`src/rtl/wash_sequencer_if.sv`:
```
// Control inputs and status/drive outputs of the washer program sequencer.
// WASH_SEQ_BUZZER_EN adds the end-of-program buzzer line.
interface wash_sequencer_if;
    logic       tick_1s;
    logic       start;
    logic       stop;
    logic       hold;
    logic       motor_fwd;
    logic       motor_rev;
    logic       valve_in;
    logic       valve_out;
    logic [3:0] phase;
    logic [5:0] sec_left;
    logic [3:0] cycle_left;
    logic       busy;
    logic       done;
`ifdef WASH_SEQ_BUZZER_EN
    logic       buzzer;
`endif

    modport master (
        output tick_1s, start, stop, hold,
`ifdef WASH_SEQ_BUZZER_EN
        input  buzzer,
`endif
        input  motor_fwd, motor_rev, valve_in, valve_out,
        input  phase, sec_left, cycle_left, busy, done
    );

    modport slave (
        input  tick_1s, start, stop, hold,
`ifdef WASH_SEQ_BUZZER_EN
        output buzzer,
`endif
        output motor_fwd, motor_rev, valve_in, valve_out,
        output phase, sec_left, cycle_left, busy, done
    );
endinterface

```
`src/rtl/wash_sequencer.sv`:
```
// Washer program controller: fill, WASH_CYCLES x (fwd, pause, rev, pause), drain, spin, done; timed in tick_1s.
// Optional macro WASH_SEQ_BUZZER_EN adds a buzzer output high for the first 3 ticks of DONE.
module wash_sequencer #(
    parameter int FILL_S      = 10,
    parameter int RUN_S       = 25,
    parameter int PAUSE_S     = 5,
    parameter int WASH_CYCLES = 4,
    parameter int DRAIN_S     = 10,
    parameter int SPIN_S      = 20
) (
    input  logic             clk,
    input  logic             rst,
    wash_sequencer_if.slave  bus
);
    typedef enum logic [3:0] {
        S_IDLE    = 4'd0,
        S_FILL    = 4'd1,
        S_FWD     = 4'd2,
        S_PAUSE_A = 4'd3,
        S_REV     = 4'd4,
        S_PAUSE_B = 4'd5,
        S_DRAIN   = 4'd6,
        S_SPIN    = 4'd7,
        S_DONE    = 4'd8
    } state_t;

    state_t     state, nxt_state;
    logic [5:0] sec_q, nxt_sec;
    logic [3:0] cyc_q, nxt_cyc;
    logic       fwd_q, rev_q, vin_q, vout_q, busy_q, done_q;
    logic       busy_now, drv_en;

    function automatic logic [5:0] dur(input state_t s);
        case (s)
            S_FILL:              return 6'(FILL_S);
            S_FWD, S_REV:        return 6'(RUN_S);
            S_PAUSE_A, S_PAUSE_B: return 6'(PAUSE_S);
            S_DRAIN:             return 6'(DRAIN_S);
            S_SPIN:              return 6'(SPIN_S);
            default:             return 6'd0;
        endcase
    endfunction

    assign busy_now = (state != S_IDLE) && (state != S_DONE);
    // Drives drop while a running program is held; stop lands in IDLE so it is covered by decode.
    assign drv_en   = !(busy_now && bus.hold);

    always_comb begin
        nxt_state = state;
        nxt_sec   = sec_q;
        nxt_cyc   = cyc_q;
        if (bus.stop) begin
            nxt_state = S_IDLE;
            nxt_sec   = 6'd0;
            nxt_cyc   = 4'd0;
        end else if (!busy_now) begin
            if (bus.start && !bus.hold) begin
                nxt_state = S_FILL;
                nxt_sec   = dur(S_FILL);
                nxt_cyc   = 4'(WASH_CYCLES);
            end
        end else if (!bus.hold && bus.tick_1s) begin
            if (sec_q > 6'd1) begin
                nxt_sec = sec_q - 6'd1;
            end else begin
                case (state)
                    S_FILL:    nxt_state = S_FWD;
                    S_FWD:     nxt_state = S_PAUSE_A;
                    S_PAUSE_A: nxt_state = S_REV;
                    S_REV:     nxt_state = S_PAUSE_B;
                    S_PAUSE_B: begin
                        if (cyc_q > 4'd1) begin
                            nxt_state = S_FWD;
                            nxt_cyc   = cyc_q - 4'd1;
                        end else begin
                            nxt_state = S_DRAIN;
                            nxt_cyc   = 4'd0;
                        end
                    end
                    S_DRAIN:   nxt_state = S_SPIN;
                    S_SPIN:    nxt_state = S_DONE;
                    default:   nxt_state = S_IDLE;
                endcase
                nxt_sec = dur(nxt_state);
            end
        end
    end

    always_ff @(posedge clk) begin
        if (rst) begin
            state  <= S_IDLE;
            sec_q  <= 6'd0;
            cyc_q  <= 4'd0;
            fwd_q  <= 1'b0;
            rev_q  <= 1'b0;
            vin_q  <= 1'b0;
            vout_q <= 1'b0;
            busy_q <= 1'b0;
            done_q <= 1'b0;
        end else begin
            state  <= nxt_state;
            sec_q  <= nxt_sec;
            cyc_q  <= nxt_cyc;
            fwd_q  <= drv_en && (nxt_state == S_FWD || nxt_state == S_SPIN);
            rev_q  <= drv_en && (nxt_state == S_REV);
            vin_q  <= drv_en && (nxt_state == S_FILL);
            vout_q <= drv_en && (nxt_state == S_DRAIN || nxt_state == S_SPIN);
            busy_q <= (nxt_state != S_IDLE) && (nxt_state != S_DONE);
            done_q <= (nxt_state == S_DONE);
        end
    end

    assign bus.phase      = state;
    assign bus.sec_left   = sec_q;
    assign bus.cycle_left = cyc_q;
    assign bus.motor_fwd  = fwd_q;
    assign bus.motor_rev  = rev_q;
    assign bus.valve_in   = vin_q;
    assign bus.valve_out  = vout_q;
    assign bus.busy       = busy_q;
    assign bus.done       = done_q;

`ifdef WASH_SEQ_BUZZER_EN
    // Loaded on DONE entry; the entering tick itself is not one of the three.
    logic [1:0] buzz_cnt;

    always_ff @(posedge clk) begin
        if (rst || nxt_state != S_DONE) begin
            buzz_cnt <= 2'd0;
        end else if (state != S_DONE) begin
            buzz_cnt <= 2'd3;
        end else if (bus.tick_1s && buzz_cnt != 2'd0) begin
            buzz_cnt <= buzz_cnt - 2'd1;
        end
    end

    assign bus.buzzer = (buzz_cnt != 2'd0);
`endif
endmodule

```
`src/flat_wrapper.sv`:
```
// flat-port wrapper written by rule: the top's interface ports become plain ports
module wash_sequencer_flat 
#(
    parameter int FILL_S      = 10,
    parameter int RUN_S       = 25,
    parameter int PAUSE_S     = 5,
    parameter int WASH_CYCLES = 4,
    parameter int DRAIN_S     = 10,
    parameter int SPIN_S      = 20
)
  (clk, rst, bus_tick_1s, bus_start, bus_stop, bus_hold, bus_motor_fwd, bus_motor_rev, bus_valve_in, bus_valve_out, bus_phase, bus_sec_left, bus_cycle_left, bus_busy, bus_done);
  wash_sequencer_if bus_i ();
  input  logic clk;
  input  logic rst;
  input wire logic [$bits(bus_i.tick_1s)-1:0] bus_tick_1s;
  input wire logic [$bits(bus_i.start)-1:0] bus_start;
  input wire logic [$bits(bus_i.stop)-1:0] bus_stop;
  input wire logic [$bits(bus_i.hold)-1:0] bus_hold;
  output wire logic [$bits(bus_i.motor_fwd)-1:0] bus_motor_fwd;
  output wire logic [$bits(bus_i.motor_rev)-1:0] bus_motor_rev;
  output wire logic [$bits(bus_i.valve_in)-1:0] bus_valve_in;
  output wire logic [$bits(bus_i.valve_out)-1:0] bus_valve_out;
  output wire logic [$bits(bus_i.phase)-1:0] bus_phase;
  output wire logic [$bits(bus_i.sec_left)-1:0] bus_sec_left;
  output wire logic [$bits(bus_i.cycle_left)-1:0] bus_cycle_left;
  output wire logic [$bits(bus_i.busy)-1:0] bus_busy;
  output wire logic [$bits(bus_i.done)-1:0] bus_done;
  assign bus_i.tick_1s = bus_tick_1s;
  assign bus_i.start = bus_start;
  assign bus_i.stop = bus_stop;
  assign bus_i.hold = bus_hold;
  assign bus_motor_fwd = bus_i.motor_fwd;
  assign bus_motor_rev = bus_i.motor_rev;
  assign bus_valve_in = bus_i.valve_in;
  assign bus_valve_out = bus_i.valve_out;
  assign bus_phase = bus_i.phase;
  assign bus_sec_left = bus_i.sec_left;
  assign bus_cycle_left = bus_i.cycle_left;
  assign bus_busy = bus_i.busy;
  assign bus_done = bus_i.done;
  wash_sequencer #(.FILL_S(FILL_S), .RUN_S(RUN_S), .PAUSE_S(PAUSE_S), .WASH_CYCLES(WASH_CYCLES), .DRAIN_S(DRAIN_S), .SPIN_S(SPIN_S)) u_core (.clk(clk), .rst(rst), .bus(bus_i));
endmodule
```
`config.mk`:
```
export PLATFORM = sky130hd
export DESIGN_NAME = wash_sequencer_flat
export DESIGN_NICKNAME = d
export VERILOG_FILES = /design/src/rtl/wash_sequencer_if.sv /design/src/rtl/wash_sequencer.sv /design/src/flat_wrapper.sv
export SDC_FILE = /design/constraint.sdc
export NUM_CORES = 1
export LEC_CHECK = 0
export ABC_CLOCK_PERIOD_IN_PS = 3920
export CAP_MARGIN = 20
export CORE_ASPECT_RATIO = 1.4
export CORE_MARGIN = 8
export CORE_UTILIZATION = 25
export CTS_CLUSTER_SIZE = 28
export DETAILED_ROUTE_END_ITERATION = 7
export PLACE_DENSITY = 0.53
export SLEW_MARGIN = 15
export SYNTH_ARGS = -nofsm -noshare
export SYNTH_HDL_FRONTEND = slang
export SYNTH_SLANG_ARGS = --single-unit
export TNS_END_PERCENT = 20
```
`constraint.sdc`:
```
create_clock -name clk -period 3.92 [get_ports clk]
set_clock_uncertainty 0.1 [all_clocks]
set_input_delay 0.98 -clock clk [delete_from_list [all_inputs] [get_ports clk]]
set_output_delay 0.98 -clock clk [all_outputs]
set_load 0.02 [all_outputs]
```
==> metrics.cfg <==
[floorplan]
fp-row-count = 31
die_w_um = 76.4
core_area_um2 = 5040
die_area_um2 = 7670
start_util_pct = 25.3
ios = 26
die_h_um = 100

[synth]
synth_warnings = 0
ys_ff_latch = 20
yosysSeqAreaShare_pct = 31.4
synth_edf_count = 0
synthDistinctLibCells = 45
ys.flop_type = dfxtp_1
netlist_instances = 161
avgSynthCellArea_um2 = 7.92
syn-cell-area_um2 = 1270
async_reset_ff_share_pct = 0
syn_nets = 171

[power_and_ir_drop]
combPwrFrac_pct = 14.3
power.share.clock_pct = 37.5
p_leak_nw = 0.576
power.switching_w = 0.000115
vdd_ir_drop_max_mv = 0.131
seqPwrFrac_pct = 48.2
cellInternalPower_w = 0.000321
p_sw_share_pct = 26.4
power_density_nw_per_um2 = 266

[clock_network]
clkTransAtPathRegs_ps = 80
cts-resized-gates = 0
clk_path_buf_depth = 2
htree_levels = 1
worstSkewPairLatency_ps = 260
cts_made_buffers = 3
cts_hold_buf = 0
post_cts_buffers = 0
root_buffer = clkbuf_8
clkSinkCount = 20
cts_tree = yes

[layout]
diodes = 0
syn2layout_area_growth_pct = 28.7
regArea_um2 = 400
multi_input_area_um2 = 830
drive_above_1_share_pct = 12.0
most-common-layout-cells = 25 x clkdlybuf4s50_1, 20 x dfxtp_1, 16 x nor2_1
final_common_cell = clkdlybuf4s50_1
fillers = 552
nets = 195

[sta]
fin_crit_sh_pct = 71.4
tns_ps = 0
grt_setup_unrepaired = false
fin_ws_ps = 1120
finalSetupViolCount = 0
finalHoldViolCount = 0
slew_headroom_pct = 67.0
drv_slew = 0
fmax_mhz = 357
fin_crit_ps = 2800
tightest_slew_ps = 482

[critical_path]
crit_buf_inv = 1
crit_chain = clkdlybuf4s50_1, nor2b_1, a31oi_1, a2111o_2, a21o_1, a211oi_2
cp_slowest_cell = clkdlybuf4s50_1
worstSetupEndpointType = register
arrival_ps = 2890
start_kind = input pin
path_delay_family = compound AO/OA/AOI/OAI gates
cp_max_fo = 6
cp_slowest_stage_delay_ps = 550
criticalPathCategory = input pin to register
required_ps = 4010

[drt]
dr.pass1.iters = 4
drt_iter0_drc = 49
vias_per_cell = 5.07
detail_route.wl_per_cell_um = 15.0
vias = 1267
remaining_drc_errors = 0
ant_nets = 0
drt_wl_total_mm = 3.76

[grt]
track_usage_pct = 10.0
met1_usage_pct = 10.9
grt_max_degree = 16
overflow = 0
antenna_found_initial = 0
grt-busiest-layer = met2
use_met3_pct = 2.95
grt_first_pass_wirelength_mm = 6.37
grt_pass1_vias = 1351
use_met2_pct = 17.7

[hold_path]
hp-class = register to register

[status]
outcome = finished, final reports clean

[placed_design]
gp_congestion = 0.853
place_ws_ps = 885
io_buffer_count = 25
hpwl_mm = 2.86

[flow_run]
maxCapViolCount = 0

==> area by class of cell <==
cell class	count	area share, %
timing repair buffer	25	15.3
sequential	20	24.4
multi-input combinational	129	50.6
inverter	6	1.37
tap	66	5.03
clock buffer	4	3.36
==> cells in the mapped netlist, types with 2 or more instances <==
master / instances / area (um2)
inv_1: 6 / 22.5
nand3_1: 6 / 30.0
nand2b_1: 3 / 18.8
nand2_1: 15 / 56.3
nor3_1: 8 / 40.0
o31ai_1: 2 / 15.0
ha_1: 4 / 50.1
or2_2: 5 / 31.3
a211oi_2: 2 / 25.0
nor2_1: 16 / 60.1
a21o_1: 4 / 30.0
or3b_2: 2 / 17.5
nor4_1: 3 / 18.8
nor2b_1: 4 / 25.0
o21ai_0: 8 / 40.0
clkbuf_1: 6 / 22.5
o22ai_1: 2 / 12.5
a21oi_1: 10 / 50.1
a31oi_1: 5 / 31.3
nand4_1: 3 / 18.8
dfxtp_1: 20 / 400
o221a_2: 2 / 22.5
and3_1: 3 / 18.8
==> layer usage <==
| layer | routed length [um] | vias up |
|---|---|---|
| li1 | - | 644 |
| met1 | 1570 | 583 |
| met2 | 1900 | 32 |
| met3 | 228 | 8 |
| met4 | 58 | 0 |
| met5 | 0 | - |
==> worst paths after layout <==
path	from	to	slack (ps)	depth (start not counted)
worst min register to register	u_core.bus.cycle_left[1]$_SDFFE_PP0P_	u_core.bus.cycle_left[1]$_SDFFE_PP0P_	410	2
worst min-delay path	u_core.bus.cycle_left[1]$_SDFFE_PP0P_	u_core.bus.cycle_left[1]$_SDFFE_PP0P_	410	2
worst max register to register	u_core.bus.sec_left[0]$_SDFFE_PP0P_	u_core.bus.busy$_SDFF_PP0_	1660	7
worst max-delay path	bus_tick_1s	u_core.bus.motor_fwd$_SDFF_PP0_	1120	6
==> kinds of logic after synthesis <==
group / Yosys count / share of synthesized area (%)
XOR/XNOR: 1 / 0.687
flip-flops: 20 / 31.4
buffers and inverters: 12 / 3.53
AND/OR/NAND/NOR: 78 / 34.8
multiplexers: 1 / 0.785
AO/OA/AOI/OAI: 45 / 24.8
adder cells (fa/ha/maj): 4 / 3.93
==> power by group through the flow <==
stage	Clock [W]	Sequential, W	Combinational (W)
global placement	0	0.000215	0.0000623
global route	0.000176	0.000211	0.0000685
finish	0.000163	0.000210	0.0000624
floorplan	0	0.000217	0.0000376
detailed placement	0	0.000215	0.0000621
CTS	0.000167	0.000210	0.0000624
==> state kept, by name, indices dropped and copies added (netlist names) <==
signal                 cells
u_core.bus.busy            1
u_core.bus.cycle_left      4
u_core.bus.done            1
u_core.bus.motor_fwd       1
u_core.bus.motor_rev       1
u_core.bus.phase           4
u_core.bus.sec_left        6
u_core.bus.valve_in        1
u_core.bus.valve_out       1
==> per-stage QoR <==
step / hold slack, ps / std cells / cell area (um2) / power (W) / util (%)
finish: 412 / 250 / 1640 / 0.000436 / 32.5
global route: 459 / 250 / 1640 / 0.000456 / 32.5
CTS: 411 / 250 / 1640 / 0.000440 / 32.5
detailed placement: 400 / 246 / 1590 / 0.000277 / 31.4
global placement: 406 / 246 / 1590 / 0.000277 / 31.4
floorplan: 471 / 161 / 1270 / 0.000254 / -
==> worst register-to-register path: cells and delay by family, from the launching register on <==
family          cells  cell delay (ps)
compound gates      1              180
flops               1              440
fa+ha+maj           1              280
buf+inv             1              110
simple gates        4             1080
No activity file was read; power rests on OpenSTA's default activity.
==> edit (config.mk and constraints unchanged) <==
`DRAIN_S` is set to 10 in 2 places; all go to 8.
--- a/src/rtl/wash_sequencer.sv
+++ b/src/rtl/wash_sequencer.sv
@@ -5,7 +5,7 @@
     parameter int RUN_S       = 25,
     parameter int PAUSE_S     = 5,
     parameter int WASH_CYCLES = 4,
-    parameter int DRAIN_S     = 10,
+    parameter int DRAIN_S     = 8,
     parameter int SPIN_S      = 20
 ) (
     input  logic             clk,
--- a/src/flat_wrapper.sv
+++ b/src/flat_wrapper.sv
@@ -5,7 +5,7 @@
     parameter int RUN_S       = 25,
     parameter int PAUSE_S     = 5,
     parameter int WASH_CYCLES = 4,
-    parameter int DRAIN_S     = 10,
+    parameter int DRAIN_S     = 8,
     parameter int SPIN_S      = 20
 )
   (clk, rst, bus_tick_1s, bus_start, bus_stop, bus_hold, bus_motor_fwd, bus_motor_rev, bus_valve_in, bus_valve_out, bus_phase, bus_sec_left, bus_cycle_left, bus_busy, bus_done);
Behaviour: no difference found for any inputs over 10 cycles, from zero or initial values and one cycle with rst high; that may be too few to reach the edited logic, so the function may still have changed.
==> edit against the unedited design <==
Count of clock-buffer cells in the layout unchanged; combinational power decreased by 5.9%; routed wire length decreased by 6.4%; power decreased by 1.4%; design area decreased by 2.7%; worst setup slack improved by 0.021 ns; sequential power about the same; die area decreased by 2.6%; fmax increased by 0.77%; sequential share of layout area increased by 0.67 points; register-to-register slack got worse by 0.11 ns; area after synthesis decreased by 3.1%; via count decreased by 4.9%; sequential cell count unchanged; largest cell class unchanged.
==> edit: results (changes against the unedited design) <==
stage	metric	value	unit	change
place	dp_cells	234		-4.9%
route	routed_wirelength	3514	um	-6.4%
clock_tree	clock_latency	0.26	ns	about the same
global_routing	grt_pass1_wl	5858	um	-8.0%
critical_path	slowest_delay	0.72	ns	+0.17 ns
critical_path	reg2regPathDepth	5		-2
global_routing	track_usage	0.09982		-0.0003486
clock_tree	post_cts_buffers	0		unchanged
route	vias_per_cell	5.063		about the same
global_routing	grt_util_met2	0.1561		-0.02114
critical_path	cp.arrival	1.70	ns	-1.19 ns
synth	synthArstFlopShare	0		unchanged
global_routing	grt_max_degree	17		+1
cells_and_area	nets	185		-5.1%
synth	yosys_warnings	0		unchanged
global_routing	grt_use_met3	0.02014		-0.009323
clock_tree	clk_pin_slew	0.08	ns	about the same
cells_and_area	layout-drive-gt1-share	0.09195		-0.02761
place	dpl.hpwl	2611	um	-8.8%
power_and_ir_drop	p_leak	0.5507	nW	-4.3%
synth	yosys-top-cells-count	dfxtp_1, nor2_1, nand2_1		
run_status	status	completed		
critical_path	cp_top_family	buffers and inverters		
route	wl_per_cell	14.76	um	-1.7%
global_routing	globalRouteMet1Util	0.1232		+0.01391
route	detailedRoute.firstPassIterationCount	4		unchanged
global_routing	antenna_found_initial	0		unchanged
cells_and_area	num-fill-cells	543		-1.6%
synth	synth_cell_types	47		+4.4%
synth	synth_area_leaders	dfxtp_1, nor2_1, nor3_1		
synth	netlist_instances	151		-6.2%
critical_path	path_max_fanout	16		+10
cells_and_area	largest_register_ff_count	6		unchanged
synth	yosysSeqAreaShare	0.3242		+0.01018
clock_tree	cts_max_level	1		unchanged
timing	relSlewSlack	0.5850		-0.08506
place	globalplace.congestion	0.8040		-5.7%
clock_tree	cts_resized	0		unchanged
power_and_ir_drop	vdd_drop_max	0.08899	mV	-32%
critical_path	critical-path-slowest-cell	clkdlybuf4s50_1		
hold_path	hold_class	flip-flop to flip-flop		
route	detail_route.iter0.violations	85		+73%
synth	syn_nets	161		-5.8%
global_routing	grt_pass1_vias	1183		-12%
[edit: cell types whose count changed in the layout (fill, tap and decap cells not counted), moves of 3 or more]
cell     change
o31ai_1      +4
a21oi_1      -3
a31oi_1      -3
and3_1       -3
nand2_1      -3
nor3_1       +3
[edit: final cells by class]
class / instances / area (um2) / share of cell area
well taps: 64 / 80.08 / 0.05016
repair buffers: 25 / 250.2 / 0.1567
multi-input cells: 118 / 784.5 / 0.4914
inverters: 7 / 26.28 / 0.01646
clock buffers: 4 / 55.05 / 0.03448
flip-flops and latches: 20 / 400.4 / 0.2508
[edit: per-stage QoR]
step	cell area [um2]	util	setup slack, ns
6_report	1597	0.3323	1.143
5_1_grt	1597	0.3323	1.039
4_1_cts	1597	0.3323	1.138
3_5_place_dp	1541	0.3208	0.9738
3_3_place_gp	1541	0.3208	0.9911
2_1_floorplan	1235	-	1.675
[edit: worst register-to-register path, stage by stage, from the launching register on]
cell and delay (ns):
dfxtp_1 0.39, nor4_1 0.59, a41oi_1 0.35, nor4_4 0.50
a21oi_1 0.13, a31o_2 0.22
[edit: logic make-up after synthesis]
group                    Yosys count  share of synthesized area
XOR/XNOR                           1                   0.007093
adder cells (fa/ha/maj)            4                    0.04053
buffers and inverters             13                    0.04052
AND/OR/NAND/NOR                   71                     0.3252
AO/OA/AOI/OAI                     39                     0.2381
flip-flops                        20                     0.3242
multiplexers                       3                    0.02432
[edit: where the power goes]
| group | switching [mW] | internal (mW) | total, mW |
|---|---|---|---|
| Sequential | 0.00418 | 0.206 | 0.210 |
| Clock | 0.0722 | 0.0894 | 0.162 |
| Combinational | 0.0343 | 0.0244 | 0.0587 |
| Total | 0.111 | 0.320 | 0.430 |
[edit: worst paths after layout]
path / start / end / slack, ns
setup reg to reg: u_core.bus.sec_left[3]$_SDFFE_PP0P_ / u_core.bus.cycle_left[2]$_SDFFE_PP0P_ / 1.55
hold reg to reg: u_core.bus.sec_left[5]$_SDFFE_PP0P_ / u_core.bus.sec_left[5]$_SDFFE_PP0P_ / 0.44
hold / removal: u_core.bus.sec_left[5]$_SDFFE_PP0P_ / u_core.bus.sec_left[5]$_SDFFE_PP0P_ / 0.44
setup / recovery: u_core.bus.phase[1]$_SDFF_PP0_ / bus_phase[1] / 1.14
[edit: metal layers]
metal  wire [um]  up-vias
li1            -      606
met2        1716       28
met3         179        6
met4          95        0
met1        1522      565
met5           0        -
